`src/rtl/onchip_mem_read_master_if.sv`:
```
// Bus bundle for the on-chip RAM read master: Avalon-MM read side toward the
// memory slave and the valid/ready stream toward the crypto datapath.
interface onchip_mem_read_master_if #(
    parameter int ADDR_W = 11,
    parameter int DATA_W = 32
);
    logic [ADDR_W-1:0]   avm_address;
    logic                avm_chipselect;
    logic                avm_write;
    logic [DATA_W/8-1:0] avm_byteenable;
    logic                avm_clken;
    logic [DATA_W-1:0]   avm_readdata;
    logic [DATA_W-1:0]   src_data;
    logic                src_valid;
    logic                src_last;
    logic                src_ready;

    modport master (
        output avm_address, avm_chipselect, avm_write, avm_byteenable, avm_clken,
        input  avm_readdata,
        output src_data, src_valid, src_last,
        input  src_ready
    );

    modport slave (
        input  avm_address, avm_chipselect, avm_write, avm_byteenable, avm_clken,
        output avm_readdata,
        input  src_data, src_valid, src_last,
        output src_ready
    );
endinterface

```
`src/rtl/onchip_mem_read_master.sv`:
```
// Avalon-MM read master: fetches word_count consecutive words from on-chip RAM
// and streams them in address order through a small credit-protected FIFO.
module onchip_mem_read_master #(
    parameter int ADDR_W       = 11,
    parameter int DATA_W       = 32,
    parameter int READ_LATENCY = 1,
    parameter int FIFO_DEPTH   = 4
) (
    input  logic                 clk,
    input  logic                 reset_n,
    input  logic                 start_i,
    input  logic [ADDR_W-1:0]    base_addr_i,
    input  logic [ADDR_W:0]      word_count_i,
    output logic                 busy_o,
    output logic                 done_o,
    onchip_mem_read_master_if.master bus
);
    localparam int PTR_W = (FIFO_DEPTH > 1) ? $clog2(FIFO_DEPTH) : 1;
    localparam int CNT_W = PTR_W + 1;

    localparam logic [CNT_W-1:0]  DEPTH_C   = CNT_W'(FIFO_DEPTH);
    localparam logic [CNT_W-1:0]  CNT_ZERO  = {CNT_W{1'b0}};
    localparam logic [PTR_W-1:0]  PTR_ZERO  = {PTR_W{1'b0}};
    localparam logic [ADDR_W-1:0] ADDR_ONE  = ADDR_W'(1);
    localparam logic [ADDR_W-1:0] ADDR_ZERO = {ADDR_W{1'b0}};
    localparam logic [ADDR_W:0]   WCNT_ONE  = (ADDR_W + 1)'(1);
    localparam logic [ADDR_W:0]   WCNT_ZERO = {(ADDR_W + 1){1'b0}};

    typedef enum logic [1:0] {
        S_IDLE   = 2'd0,
        S_ISSUE  = 2'd1,
        S_DRAIN  = 2'd2,
        S_FINISH = 2'd3
    } state_e;

    state_e                   state_q, state_d;
    logic                     busy_q, busy_d;
    logic                     done_q, done_d;
    logic                     cs_q, cs_d;
    logic [ADDR_W-1:0]        addr_q, addr_d;
    logic [ADDR_W-1:0]        next_addr_q, next_addr_d;
    logic [ADDR_W:0]          rem_q, rem_d;
    logic [ADDR_W:0]          cnt_q, cnt_d;
    logic [ADDR_W:0]          pcnt_q, pcnt_d;
    logic [READ_LATENCY-1:0]  vld_q, vld_d;
    logic [CNT_W-1:0]         occ_q, occ_d;
    logic [CNT_W-1:0]         fcnt_q, fcnt_d;
    logic [PTR_W-1:0]         wr_ptr_q, wr_ptr_d;
    logic [PTR_W-1:0]         rd_ptr_q, rd_ptr_d;
    logic [DATA_W:0]          fifo_q [FIFO_DEPTH];

    logic                     pop_s;
    logic                     push_s;
    logic                     push_last_s;
    logic                     head_last_s;
    logic                     credit_s;
    logic                     issue_s;
    logic                     accept_s;

    // occ_q counts FIFO entries plus reads still in the memory pipeline, so a
    // read is only launched when its data is guaranteed a slot on arrival.
    assign pop_s       = (fcnt_q != CNT_ZERO) & bus.src_ready;
    assign push_s      = vld_q[READ_LATENCY-1];
    assign push_last_s = (pcnt_q == (cnt_q - WCNT_ONE));
    assign head_last_s = fifo_q[rd_ptr_q][DATA_W];
    assign credit_s    = (occ_q < DEPTH_C) | pop_s;
    assign accept_s    = start_i & ~done_q;

    // Command FSM: next state, read issue and address/count bookkeeping.
    always_comb begin
        state_d     = state_q;
        cs_d        = 1'b0;
        issue_s     = 1'b0;
        addr_d      = addr_q;
        next_addr_d = next_addr_q;
        rem_d       = rem_q;
        cnt_d       = cnt_q;
        case (state_q)
            S_IDLE: begin
                if (accept_s) begin
                    cnt_d       = word_count_i;
                    rem_d       = word_count_i;
                    next_addr_d = base_addr_i;
                    if (word_count_i == WCNT_ZERO) begin
                        state_d = S_FINISH;
                    end else begin
                        state_d = S_ISSUE;
                    end
                end else begin
                    state_d = S_IDLE;
                end
            end
            S_ISSUE: begin
                if (credit_s) begin
                    issue_s     = 1'b1;
                    cs_d        = 1'b1;
                    addr_d      = next_addr_q;
                    next_addr_d = next_addr_q + ADDR_ONE;
                    rem_d       = rem_q - WCNT_ONE;
                    if (rem_q == WCNT_ONE) begin
                        state_d = S_DRAIN;
                    end else begin
                        state_d = S_ISSUE;
                    end
                end else begin
                    state_d = S_ISSUE;
                end
            end
            S_DRAIN: begin
                // The last word leaving the FIFO implies every earlier read landed.
                if (pop_s && head_last_s) begin
                    state_d = S_FINISH;
                end else begin
                    state_d = S_DRAIN;
                end
            end
            S_FINISH: begin
                state_d = S_IDLE;
            end
            default: begin
                state_d = S_IDLE;
            end
        endcase
        busy_d = (state_d != S_IDLE);
        done_d = (state_q == S_FINISH);
    end

    // Read-capture pipeline and FIFO pointer/count bookkeeping.
    always_comb begin
        vld_d[0] = cs_q;
        for (int i = 1; i < READ_LATENCY; i++) begin
            vld_d[i] = vld_q[i-1];
        end
        occ_d    = occ_q + CNT_W'(issue_s) - CNT_W'(pop_s);
        fcnt_d   = fcnt_q + CNT_W'(push_s) - CNT_W'(pop_s);
        wr_ptr_d = wr_ptr_q + PTR_W'(push_s);
        rd_ptr_d = rd_ptr_q + PTR_W'(pop_s);
        if ((state_q == S_IDLE) && accept_s) begin
            pcnt_d = WCNT_ZERO;
        end else if (push_s) begin
            pcnt_d = pcnt_q + WCNT_ONE;
        end else begin
            pcnt_d = pcnt_q;
        end
    end

    // State and control registers.
    always_ff @(posedge clk or negedge reset_n) begin
        if (!reset_n) begin
            state_q     <= S_IDLE;
            busy_q      <= 1'b0;
            done_q      <= 1'b0;
            cs_q        <= 1'b0;
            addr_q      <= ADDR_ZERO;
            next_addr_q <= ADDR_ZERO;
            rem_q       <= WCNT_ZERO;
            cnt_q       <= WCNT_ZERO;
            pcnt_q      <= WCNT_ZERO;
            vld_q       <= {READ_LATENCY{1'b0}};
            occ_q       <= CNT_ZERO;
            fcnt_q      <= CNT_ZERO;
            wr_ptr_q    <= PTR_ZERO;
            rd_ptr_q    <= PTR_ZERO;
        end else begin
            state_q     <= state_d;
            busy_q      <= busy_d;
            done_q      <= done_d;
            cs_q        <= cs_d;
            addr_q      <= addr_d;
            next_addr_q <= next_addr_d;
            rem_q       <= rem_d;
            cnt_q       <= cnt_d;
            pcnt_q      <= pcnt_d;
            vld_q       <= vld_d;
            occ_q       <= occ_d;
            fcnt_q      <= fcnt_d;
            wr_ptr_q    <= wr_ptr_d;
            rd_ptr_q    <= rd_ptr_d;
        end
    end

    // FIFO storage; entries are qualified by fcnt_q so no reset is needed.
    always_ff @(posedge clk) begin
        if (push_s) begin
            fifo_q[wr_ptr_q] <= {push_last_s, bus.avm_readdata};
        end
    end

    assign busy_o             = busy_q;
    assign done_o             = done_q;
    assign bus.avm_address    = addr_q;
    assign bus.avm_chipselect = cs_q;
    assign bus.avm_write      = 1'b0;
    assign bus.avm_byteenable = {(DATA_W/8){1'b1}};
    assign bus.avm_clken      = 1'b1;
    assign bus.src_data       = fifo_q[rd_ptr_q][DATA_W-1:0];
    assign bus.src_valid      = (fcnt_q != CNT_ZERO);
    assign bus.src_last       = (fcnt_q != CNT_ZERO) & head_last_s;
endmodule

```
`src/flat_wrapper.sv`:
```
// flat-port wrapper written by rule: the top's interface ports become plain ports
module onchip_mem_read_master_flat 
#(
    parameter int ADDR_W       = 11,
    parameter int DATA_W       = 32,
    parameter int READ_LATENCY = 1,
    parameter int FIFO_DEPTH   = 4
)
  (clk, reset_n, start_i, base_addr_i, word_count_i, busy_o, done_o, bus_avm_address, bus_avm_chipselect, bus_avm_write, bus_avm_byteenable, bus_avm_clken, bus_avm_readdata, bus_src_data, bus_src_valid, bus_src_last, bus_src_ready);
  onchip_mem_read_master_if #(.ADDR_W(ADDR_W), .DATA_W(DATA_W)) bus_i ();
  input  logic clk;
  input  logic reset_n;
  input  logic start_i;
  input  logic [ADDR_W-1:0] base_addr_i;
  input  logic [ADDR_W:0] word_count_i;
  output logic busy_o;
  output logic done_o;
  output wire logic [$bits(bus_i.avm_address)-1:0] bus_avm_address;
  output wire logic [$bits(bus_i.avm_chipselect)-1:0] bus_avm_chipselect;
  output wire logic [$bits(bus_i.avm_write)-1:0] bus_avm_write;
  output wire logic [$bits(bus_i.avm_byteenable)-1:0] bus_avm_byteenable;
  output wire logic [$bits(bus_i.avm_clken)-1:0] bus_avm_clken;
  input wire logic [$bits(bus_i.avm_readdata)-1:0] bus_avm_readdata;
  output wire logic [$bits(bus_i.src_data)-1:0] bus_src_data;
  output wire logic [$bits(bus_i.src_valid)-1:0] bus_src_valid;
  output wire logic [$bits(bus_i.src_last)-1:0] bus_src_last;
  input wire logic [$bits(bus_i.src_ready)-1:0] bus_src_ready;
  assign bus_avm_address = bus_i.avm_address;
  assign bus_avm_chipselect = bus_i.avm_chipselect;
  assign bus_avm_write = bus_i.avm_write;
  assign bus_avm_byteenable = bus_i.avm_byteenable;
  assign bus_avm_clken = bus_i.avm_clken;
  assign bus_i.avm_readdata = bus_avm_readdata;
  assign bus_src_data = bus_i.src_data;
  assign bus_src_valid = bus_i.src_valid;
  assign bus_src_last = bus_i.src_last;
  assign bus_i.src_ready = bus_src_ready;
  onchip_mem_read_master #(.ADDR_W(ADDR_W), .DATA_W(DATA_W), .READ_LATENCY(READ_LATENCY), .FIFO_DEPTH(FIFO_DEPTH)) u_core (.clk(clk), .reset_n(reset_n), .start_i(start_i), .base_addr_i(base_addr_i), .word_count_i(word_count_i), .busy_o(busy_o), .done_o(done_o), .bus(bus_i));
endmodule
```
`config.mk`:
```
export PLATFORM = sky130hd
export DESIGN_NAME = onchip_mem_read_master_flat
export DESIGN_NICKNAME = d
export VERILOG_FILES = /design/src/rtl/onchip_mem_read_master_if.sv /design/src/rtl/onchip_mem_read_master.sv /design/src/flat_wrapper.sv
export SDC_FILE = /design/constraint.sdc
export NUM_CORES = 1
export LEC_CHECK = 0
export ABC_CLOCK_PERIOD_IN_PS = 3920
export BUFFER_PORTS_ARGS = -buffer_cell sky130_fd_sc_hd__buf_2
export CAP_MARGIN = 20
export CORE_MARGIN = 8
export CORE_UTILIZATION = 31
export CTS_BUF_LIST = sky130_fd_sc_hd__clkbuf_8
export DETAILED_ROUTE_END_ITERATION = 12
export PLACE_DENSITY = 0.54
export SETUP_SLACK_MARGIN = 0.4
export SYNTH_ARGS = -nofsm -noshare
export SYNTH_HDL_FRONTEND = slang
export SYNTH_SLANG_ARGS = --single-unit
```
`constraint.sdc`:
```
create_clock -name clk -period 3.92 [get_ports clk]
set_clock_uncertainty 0.1 [all_clocks]
set_input_delay 0.784 -clock clk [delete_from_list [all_inputs] [get_ports clk]]
set_output_delay 0.784 -clock clk [all_outputs]
set_load 0.02 [all_outputs]
```
==> Word level (Yosys, flattened, before mapping) <==
Memory sizes are Yosys's and may differ from the RTL's.
Index checks and enable logic that the tools add are counted.
{ "word_totals": {"mem_count": 1, "in_bits": 59, "ram_bits": 132, "output_inout_bits": 54, "reg_bits": 74, "wordCells": 67} }
{ "memory_table": {"columns": ["name", "words", "word_bits", "read_ports", "rd_ports_with_merged_regs", "write_ports", "line_no", "source"], "rows": [
  ["u_core.fifo_q", 4, 33, 1, 0, 1, "onchip_mem_read_master.sv:50", "logic [DATA_W:0] fifo_q [FIFO_DEPTH];"]
]} }
{ "op_classes": {"bitwise": 5, "order_cmp": 1, "eq_ne": 7, "n_reduce_logical": 11, "n_mux": 18, "n_addsub": 10} }
{ "op_table": {"columns": ["op", "n"], "rows": [
  ["$mux 12", 4],
  ["$pmux 12 s2", 1],
  ["$sub 12x1->12 const B", 2],
  ["$mux 11", 2],
  ["$pmux 11 s2", 1],
  ["$add 12x1->12 const B", 1],
  ["$eq 12x1->1 const B", 1],
  ["$eq 12x12->1", 1],
  ["$logic_not 12->1", 1],
  ["$add 11x1->11 const B", 1],
  ["$mux 2", 4],
  ["$pmux 2 s4", 1],
  ["$add 3x1->3", 2],
  ["$reduce_bool 2->1", 3],
  ["$sub 3x1->3", 2],
  ["$mux 1", 5],
  ["$add 2x1->2", 2],
  ["$eq 2x2->1 const B", 2],
  ["$ne 2x1->1 const B", 2],
  ["$reduce_and 2->1", 2],
  ["$and 1x1->1", 3],
  ["$lt 3x3->1 const B", 1],
  ["$reduce_and 3->1", 1],
  ["$reduce_bool 3->1", 1],
  ["other kinds (5)", 6]
]} }

==> Logic depth before layout (Yosys ltp) <==
Gate-level depths: netlist of run 1.
{ "depth": {"depth_word": 7, "depth_mapped": 10, "depth_no_buf": 9} }

==> Least setup slack after synthesis of run 1 <==
OpenSTA, ideal clock, no wires.
{ "synth_path": {"kind": "register -> register", "startpoint": "register u_core.vld_q (netlist: u_core.push_s)", "endpoint": "memory u_core.fifo_q[0][0] (netlist bit) (enable)", "n_path_buf": 1, "path_stages_with_launch": 3, "setup_ps": 471, "slack_ps": 224, "required_time_ps": 3349, "arrival_time_ps": 3125, "synth_period_minus_slack_ps": 3696, "path_cell_list": "dfrtp_1 clkbuf_1 nor3b_1"} }
{ "synth_via": {"elab_chain_len": 2} }
{ "synth_lines": {"columns": ["element", "line_no", "source"], "rows": [
  ["from (decl)", "onchip_mem_read_master.sv:45", "logic [READ_LATENCY-1:0] vld_q, vld_d;"],
  ["from (signal assigned)", "onchip_mem_read_master.sv:159", "vld_q <= {READ_LATENCY{1'b0}};"],
  ["from (signal assigned)", "onchip_mem_read_master.sv:174", "vld_q <= vld_d;"],
  ["$mux 1", "onchip_mem_read_master.sv:184", "if (push_s) begin"],
  ["$mux 1 (implied by the code)", "onchip_mem_read_master.sv:185", "fifo_q[wr_ptr_q] <= {push_last_s, bus.avm_readdata};"],
  ["to (decl)", "onchip_mem_read_master.sv:50", null]
]} }
No other way between the ends.

==> Worst setup path in the final report of run 1 <==
{ "layout_path": {"startpoint": "register u_core.rd_ptr_q[1]", "endpoint": "output bus_src_data[31]"} }
{ "layout_via": {"elab_chain_len": 1} }
{ "layout_lines": {"columns": ["element", "line_no", "source"], "rows": [
  ["from (decl)", "onchip_mem_read_master.sv:49", "logic [PTR_W-1:0] rd_ptr_q, rd_ptr_d;"],
  ["from (signal assigned)", "onchip_mem_read_master.sv:178", "rd_ptr_q <= rd_ptr_d;"],
  ["$mem_v2 4x33", null, null],
  ["to (decl)", "flat_wrapper.sv:24", "output wire logic [$bits(bus_i.src_data)-1:0] bus_src_data;"]
]} }
No other way between the ends.

==> qor.yml, run 1 <==
grtUsageMet1: 0.1516
finalMaxSlewViolations: 0
path_cells: "buf_4, mux4_2, buf_2"
fmax_ghz: 0.3209
layout_commonest_cell: "edfxtp_1"
htreeDepth: 2
rows: 61
grtUsageMet2: 0.1744
die-area_mm2: 0.03377
wl_per_cell_um: 16.54
viasPerCell: 4.699
hp-class: "reg -> reg"
setup_viol: 0
worstPathRequired_ns: 3.04
finalSetupTns_ns: 0
yosys_warnings: 0
initial_core_util: 0.3140
yosysTopAreaCellShare: 0.4543
synth_area_mm2: 0.008725
crit_cells: 3
nNetsFinal: 818
arrival_ns: 2.23
synthArstFlopShare: 0.3592
finalCritPeriodShare: 0.7949
crit_buf_inv: 2
slew_headroom: 0.2894
cts_tree: "built"
cpLargestDelayFamily: "flip-flops"
syn_avg_cell_area_um2: 14.03
clk_latency_ns: 0.52
drc: 0
switching_share: 0.3690
drt_wl_total_mm: 19.11
ys_seq_elements: 206
fp.dieH_um: 183.8
cp-startpoint: "u_core.rd_ptr_q[1]"
num_vias: 5427
r2r_end: "u_core.fifo_q[2][32]"
netlist_instances: 622
die_w_um: 183.8
drtAntennaViolNets: 0
layout-drive-gt1-share: 0.2835
drtIter0Drc: 296
endpoint: "bus_src_data[31]"
power_switching_uw: 3425
top_usage_layer: "met2"
gr-total-overflow: 0
clock_sinks: 206
p_leak_uw: 0.004116
clockPowerShare: 0.233
synthTopCellsByArea: "edfxtp_1, dfrtp_1, mux4_2"
use_met3: 0.03439
place_congestion: 0.7982
ys.flop_type: "edfxtp_1"
critPathMaxFanout: 17
status: "complete, no violations"
rrSetupSlack_ns: 1.17
cts-root-buf: "clkbuf_8"
gr-usage-all-layers: 0.1135
internal_power_uw: 5857
synth_edf_count: 132
power_density_mw_per_mm2: 878.8
cts-resized-gates: 0
fin_crit_ns: 3.116
hold_buffers: 0
mostFrequentLayoutCells: "edfxtp_1, buf_2, nand2_1"
seqPwrFrac: 0.406
cts_made_buffers: 38
rr_startpoint: "u_core.cnt_q[3]"
area_growth_pct: 21.05
cpPeakStageDelay_ns: 0.87
cts_buffer_depth: 3
synth_top_cell_by_area: "edfxtp_1"
cts_setup_buffers: 0
hold_viol_final: 0
criticalPathCategory: "reg -> out"
core_mm2: 0.02778
grt_start_max_net_pins: 75
dp_hpwl_mm: 12.55
clk_pin_slew_ns: 0.06
ir_drop_mv: 0.3698
cp-start-kind: "flip-flop"
cap_viol_max_count: 0
first_pass_iters: 4
grt_pass1_wl_mm: 30.59
utilization: 0.3802
tightest_slew_ns: 1.066
io_buffers: 106
ios: 113
comb_power_share: 0.361
crit_slowest_cell: "dfrtp_1"
hold_depth: 0
ys_seq_area_frac: 0.6666
worstRegToRegCells: 5
grt_pass1_vias: 5730
rsz0062_at_grt: "no"
synth.distinct_cells: 56
antenna_found_initial: 0
end_kind: "output port"
metrics by stage:
stage	total power, uW	setup WS [ns]	cell area, um^2	std cells	hold slack, ns
finish	9281	0.8040	10560	1155	0.2924
global route	9957	0.6295	10560	1154	0.3242
CTS	9435	0.6809	10530	1153	0.3035
detailed placement	7213	1.038	9712	1083	0.2797
global placement	7163	1.075	9712	1083	0.2552
floorplan	6080	1.168	8745	626	0.3539
how the worst min path moves through the flow:
stage                               from                        end
5_1_grt        u_core.bus.avm_chipselect              u_core.push_s
4_1_cts        u_core.bus.avm_chipselect              u_core.push_s
3_3_place_gp   u_core.bus.avm_chipselect              u_core.push_s
3_5_place_dp   u_core.bus.avm_chipselect              u_core.push_s
2_1_floorplan      u_core.next_addr_q[8]  u_core.bus.avm_address[8]
6_report       u_core.bus.avm_chipselect              u_core.push_s
worst reg2reg max path: cells and delay by family, from the launching register on:
family	cells	cell delay (ns)
DFF	1	0.43
AOI/OAI and AO/OA	2	0.76
muxes	1	0.36
and+or+nand+nor	2	0.81
synthesized netlist by cell type (3+ instances only):
| master | number |
|---|---|
| a21oi_1 | 30 |
| a22oi_1 | 3 |
| a31oi_1 | 6 |
| and3_1 | 3 |
| buf_2 | 5 |
| buf_4 | 6 |
| clkbuf_1 | 23 |
| dfrtp_1 | 74 |
| edfxtp_1 | 132 |
| ha_1 | 11 |
| inv_1 | 19 |
| mux2i_1 | 3 |
| mux4_2 | 33 |
| nand2_1 | 86 |
| nand2b_1 | 4 |
| nand3_1 | 12 |
| nand3b_1 | 4 |
| nand4_1 | 8 |
| nor2_1 | 29 |
| nor2b_1 | 4 |
| nor3_1 | 10 |
| nor3b_1 | 3 |
| nor4_1 | 7 |
| o211ai_1 | 4 |
| o21ai_0 | 30 |
| o22ai_1 | 4 |
| or3_1 | 9 |
| xnor2_1 | 13 |
| xor2_1 | 13 |
flip-flops by register name, summed over array words and instances (netlist names), 3 cells and up:
register and flops:
u_core.pcnt_q 12, u_core.bus.avm_address 11, u_core.rem_q 12, u_core.cnt_q 12, u_core.fcnt_q 3, u_core.fifo_q 132
u_core.occ_q 3, u_core.next_addr_q 11
routing by layer:
metal  up-vias  routed length, um
met5         -                  0
met4         0                413
met3        39               1414
met2       165               8379
met1      2654               8902
li1       2569                  -
logic make-up (layout without fill, tap and decap cells):
kind of cell / after synthesis / count (layout) / synth area share
AND/OR/NAND/NOR: 190 / 190 / 0.1051
flip-flops: 206 / 206 / 0.6666
XOR/XNOR: 26 / 26 / 0.02610
adder cells (fa/ha/maj): 13 / 13 / 0.02036
buffers and inverters: 55 / 205 / 0.02696
multiplexers: 37 / 37 / 0.08992
other: 2 / 7 / 0.0008608
AO/OA/AOI/OAI: 93 / 93 / 0.06411
power groups by stage:
stage / Sequential, uW / Combinational (uW) / Clock [uW]
after detailed placement: 3810 / 3400 / 0
after CTS: 3780 / 3410 / 2250
after floorplan: 3650 / 2430 / 0
after global placement: 3810 / 3360 / 0
after global routing: 3880 / 3730 / 2340
final: 3760 / 3350 / 2170
cell type report:
type	instances	area, um^2
clock inverter	27	227.7
clock buffer	43	591.8
inverter	19	71.32
antenna	1	2.502
sequential	206	5817
tap	378	473.0
multi-input combinational	365	2725
fill	2707	17220
timing repair buffer	116	653.1
Note: power is estimated with default switching activity, not from simulation.
==> inputs of run 2 (changes only) <==
--- a/config.mk
+++ b/config.mk
@@ -5,14 +5,14 @@
 export SDC_FILE = /design/constraint.sdc
 export NUM_CORES = 1
 export LEC_CHECK = 0
-export ABC_CLOCK_PERIOD_IN_PS = 3920
+export ABC_CLOCK_PERIOD_IN_PS = 2900
 export BUFFER_PORTS_ARGS = -buffer_cell sky130_fd_sc_hd__buf_2
 export CAP_MARGIN = 20
 export CORE_MARGIN = 8
 export CORE_UTILIZATION = 31
 export CTS_BUF_LIST = sky130_fd_sc_hd__clkbuf_8
 export DETAILED_ROUTE_END_ITERATION = 12
-export PLACE_DENSITY = 0.54
+export PLACE_DENSITY = 0.52
 export SETUP_SLACK_MARGIN = 0.4
 export SYNTH_ARGS = -nofsm -noshare
 export SYNTH_HDL_FRONTEND = slang
==> constraint.sdc (replaced) <==
create_clock -name clk -period 2.9 [get_ports clk]
set_clock_uncertainty 0.1 [all_clocks]
set_input_delay 0.58 -clock clk [delete_from_list [all_inputs] [get_ports clk]]
set_output_delay 0.58 -clock clk [all_outputs]
set_load 0.02 [all_outputs]
==> qor.yml, run 2 (synthesized netlist as in run 1, its figures left out) <==
status: "complete, no violations"
end_kind: "output port"
cts-root-buf: "clkbuf_8"
switching_share: 0.3773
place_congestion: 0.7887
core_mm2: 0.02778
io_buffers: 106
layout-drive-gt1-share: 0.3001
ios: 113
cts_tree: "built"
cp-start-kind: "flip-flop"
nNetsFinal: 839
finalCritPeriodShare: 0.9092
gr-total-overflow: 0
use_met3: 0.03182
largest_reg_flops: 132
fin_crit_ns: 2.637
htreeDepth: 2
final_cells: 1172
initial_core_util: 0.3140
clk_pin_slew_ns: 0.06
internal_power_uw: 7704
top_usage_layer: "met2"
first_pass_iters: 4
grt_pass1_vias: 5811
clockPowerShare: 0.192
fmax_ghz: 0.3793
criticalPathCategory: "reg -> out"
p_leak_uw: 0.004175
mostFrequentLayoutCells: "edfxtp_1, buf_2, nand2_1"
drtAntennaViolNets: 0
cts_buffer_depth: 3
finalMaxSlewViolations: 0
grtUsageMet2: 0.1735
critPathMaxFanout: 3
gr-usage-all-layers: 0.1172
layout_commonest_cell: "edfxtp_1"
area_growth_pct: 21.98
worstPathRequired_ns: 2.22
cts_made_buffers: 36
finalSetupTns_ns: 0
ir_drop_mv: 0.5655
comb_power_share: 0.405
slew_headroom: 0.4731
fp.dieH_um: 183.8
hp-class: "in -> reg"
drc: 0
wl_per_cell_um: 17.06
dp.cells: 1093
die_w_um: 183.8
viasPerCell: 4.701
fin_hold_ws_ns: 0.1868
power_density_mw_per_mm2: 1162
rows: 61
clock_sinks: 206
rsz0062_at_grt: "yes"
grtUsageMet1: 0.1649
die-area_mm2: 0.03377
hold_viol_final: 0
arrival_ns: 1.96
drtIter0Drc: 324
top_register: "u_core.fifo_q"
cap_viol_max_count: 0
setup_viol: 0
power_switching_uw: 4668
clk_latency_ns: 0.51
antenna_found_initial: 1
drt_wl_total_mm: 20.00
grt_start_max_net_pins: 47
grt_pass1_wl_mm: 31.76
dp_hpwl_mm: 13.33
tightest_slew_ns: 0.7903
num_vias: 5510
seqPwrFrac: 0.403
-- run 2: cell type report --
class / count / area (um^2)
antenna: 1 / 2.502
clock buffer: 39 / 536.8
clock inverter: 25 / 107.6
fill: 2710 / 17140
inverter: 19 / 75.07
multi-input combinational: 365 / 2745
sequential: 206 / 5822
tap: 378 / 473.0
timing repair buffer: 139 / 880.8
-- run 2: through the flow --
stage / worst slack, ns / instance area [um^2] / power [uW] / util
final: 0.2634 / 10640 / 12370 / 0.3831
after detailed placement: 0.2156 / 9824 / 9910 / 0.3536
after global routing: 0.1811 / 10640 / 13320 / 0.3831
after CTS: 0.2059 / 10520 / 12450 / 0.3788
after global placement: 0.2996 / 9824 / 9849 / 0.3536
after floorplan: 0.3632 / 8751 / 8220 / -
-- run 2: routing by layer --
layer | part of all wire | up-vias
met5 | 0 | -
met4 | 0.020 | 0
met3 | 0.064 | 35
met2 | 0.44 | 161
met1 | 0.48 | 2714
li1 | - | 2600
-- run 2: worst max-delay path, cell delays in order (launching register included) --
cell and delay (ns):
dfrtp_4 0.48, buf_4 0.16, mux4_2 0.50, and2_4 0.20
buf_6 0.12
-- run 2: power groups by stage --
stage / Sequential [uW] / Combinational [uW] / Clock [uW]
3_5_place_dp: 5090 / 4820 / 0
2_1_floorplan: 4920 / 3300 / 0
6_report: 4980 / 5010 / 2380
3_3_place_gp: 5070 / 4780 / 0
5_1_grt: 5120 / 5580 / 2620
4_1_cts: 5030 / 4920 / 2500
-- run 2: worst paths after layout --
path / slack, ns / endpoint / cells after the start / start
hold / removal: 0.19 / u_core.fifo_q[2][3] / 1 / bus_avm_readdata[3]
min in group asynchronous: 0.52 / u_core.next_addr_q[9] / 2 / reset_n
setup reg to reg: 0.51 / u_core.fifo_q[2][32] / 5 / u_core.cnt_q[3]
setup / recovery: 0.26 / bus_src_last / 4 / u_core.rd_ptr_q[0]
hold reg to reg: 0.30 / u_core.push_s / 0 / u_core.bus.avm_chipselect
max in group asynchronous: 1.59 / u_core.pcnt_q[1] / 3 / reset_n
-- run 2: what timing repair did --
item / 4_1_cts / 5_1_grt
hold endpoints to repair: 14 / 0
buffers inserted: 3 / 9
endpoints found under the setup margin: 37 / 52
pin swaps: 3 / 1
cloned: 0 / 1
hold buffers: 1 / 0
gates resized for setup: 4 / 11
==> inputs of run 3 (changes only) <==
--- a/config.mk
+++ b/config.mk
@@ -8,11 +8,11 @@
 export ABC_CLOCK_PERIOD_IN_PS = 2900
 export BUFFER_PORTS_ARGS = -buffer_cell sky130_fd_sc_hd__buf_2
 export CAP_MARGIN = 20
-export CORE_MARGIN = 8
+export CORE_MARGIN = 5
 export CORE_UTILIZATION = 31
 export CTS_BUF_LIST = sky130_fd_sc_hd__clkbuf_8
 export DETAILED_ROUTE_END_ITERATION = 12
-export PLACE_DENSITY = 0.52
+export PLACE_DENSITY = 0.46
 export SETUP_SLACK_MARGIN = 0.4
 export SYNTH_ARGS = -nofsm -noshare
 export SYNTH_HDL_FRONTEND = slang
==> qor.yml, run 3 (synthesized netlist as in run 1, its figures left out) <==
setup_ws_ns: 0.2850
cpLargestDelayFamily: "multiplexers"
switching_share: 0.3780
dp.cells: 1093
rsz0062_at_grt: "yes"
finalCritPeriodShare: 0.9017
cts_made_buffers: 37
final_cells: 1172
finalMaxSlewViolations: 0
place_congestion: 0.7827
critPathMaxFanout: 4
num_vias: 5576
grt_pass1_wl_mm: 32.26
pre_cts_slack_ns: 0.2114
gr-usage-all-layers: 0.1287
rrSetupSlack_ns: 0.43
clk_latency_ns: 0.52
cts_buffer_depth: 3
hp-class: "in -> reg"
slew_headroom: 0.6112
cts_tree: "built"
dp_hpwl_mm: 13.49
rr_startpoint: "u_core.cnt_q[4]"
fin_hold_ws_ns: 0.1800
initial_core_util: 0.3140
power_switching_uw: 4753
area_growth_pct: 22.60
core_mm2: 0.02778
drtAntennaViolNets: 0
clk_pin_slew_ns: 0.06
ios: 113
rows: 61
status: "complete, no violations"
viasPerCell: 4.758
arrival_ns: 1.93
tightest_slew_ns: 0.5779
cp-startpoint: "u_core.rd_ptr_q[0]"
htreeDepth: 2
p_leak_uw: 0.004205
cp-start-kind: "flip-flop"
die_w_um: 177.8
crit_buf_inv: 2
seqPwrFrac: 0.398
drc: 0
clock_sinks: 206
fp.dieH_um: 177.8
internal_power_uw: 7820
hold_viol_final: 0
path_cells: "buf_12, mux4_2, and2_4, buf_6"
fin_crit_ns: 2.615
largest_reg_flops: 132
drtIter0Drc: 265
layout_commonest_cell: "edfxtp_1"
wl_per_cell_um: 17.23
fmax_ghz: 0.3824
cpPeakStageDelay_ns: 0.59
drt_wl_total_mm: 20.20
power_uw: 12570
layout-drive-gt1-share: 0.2972
crit_cells: 4
clockPowerShare: 0.196
ir_drop_mv: 0.5315
setup_viol: 0
grt_start_max_net_pins: 36
r2r_end: "u_core.fifo_q[2][32]"
grt_pass1_vias: 5970
cts-root-buf: "clkbuf_8"
top_register: "u_core.fifo_q"
die-area_mm2: 0.03160
first_pass_iters: 4
worstRegToRegCells: 5
n_antenna_cell: 0
finalSetupTns_ns: 0
antenna_found_initial: 1
crit_slowest_cell: "mux4_2"
nNetsFinal: 838
cap_viol_max_count: 0
gr-total-overflow: 0
io_buffers: 106
power_density_mw_per_mm2: 1175
worstPathRequired_ns: 2.22
comb_power_share: 0.406
endpoint: "bus_src_last"
criticalPathCategory: "reg -> out"
end_kind: "output port"
mostFrequentLayoutCells: "edfxtp_1, buf_2, nand2_1"
[run 3: power groups by stage]
stage / combinational (uW) / clock (uW) / sequential, uW
after CTS: 5050 / 2570 / 5020
after detailed placement: 4840 / 0 / 5060
after global routing: 5640 / 2700 / 5140
final: 5110 / 2460 / 5000
after floorplan: 3300 / 0 / 4920
after global placement: 4750 / 0 / 5000
[run 3: worst reg2reg max path, cell delays in order (launching register included)]
cell and delay, ns:
dfrtp_2 0.41, or4_4 0.57, nor3_4 0.23, mux2_4 0.32, a31o_1 0.21, a2111oi_4 0.42
[run 3: final cells by class]
| type | count | area, um^2 |
|---|---|---|
| clock buffer | 41 | 564.3 |
| clock inverter | 26 | 115.1 |
| fill | 2710 | 17090 |
| inverter | 19 | 75.07 |
| multi-input combinational | 365 | 2748 |
| sequential | 206 | 5819 |
| tap | 378 | 473.0 |
| timing repair buffer | 137 | 902.1 |
[run 3: repair_timing]
action	CTS	global route
pin swaps	3	3
hold buffers	1	0
endpoints found under the hold margin	33	0
gates resized for setup	12	22
setup buffers	4	6
endpoints found under the setup margin	37	52
cloned	1	0
[run 3: worst min-delay path by stage]
stage	start	to	cells past startpoint
2_1_floorplan	reset_n	u_core.bus.avm_address[0]	0
3_3_place_gp	u_core.bus.avm_chipselect	u_core.push_s	0
3_5_place_dp	u_core.bus.avm_chipselect	u_core.push_s	0
4_1_cts	bus_avm_readdata[24]	u_core.fifo_q[0][24]	1
5_1_grt	bus_avm_readdata[12]	u_core.fifo_q[0][12]	1
6_report	bus_avm_readdata[24]	u_core.fifo_q[2][24]	1
[run 3: stage by stage]
| step | instance area (um^2) | utilization |
|---|---|---|
| detailed placement | 9798 | 0.3527 |
| floorplan | 8751 | - |
| global route | 10700 | 0.3850 |
| finish | 10700 | 0.3850 |
| global placement | 9798 | 0.3527 |
| CTS | 10590 | 0.3811 |
[run 3: per-layer routing]
layer | vias up | share of wire | track usage
met1 | 2773 | 0.47 | 0.1793
met3 | 34 | 0.057 | 0.03025
met5 | - | 0.00064 | 0
li1 | 2598 | - | -
met2 | 169 | 0.46 | 0.2034
met4 | 2 | 0.016 | 0.03416
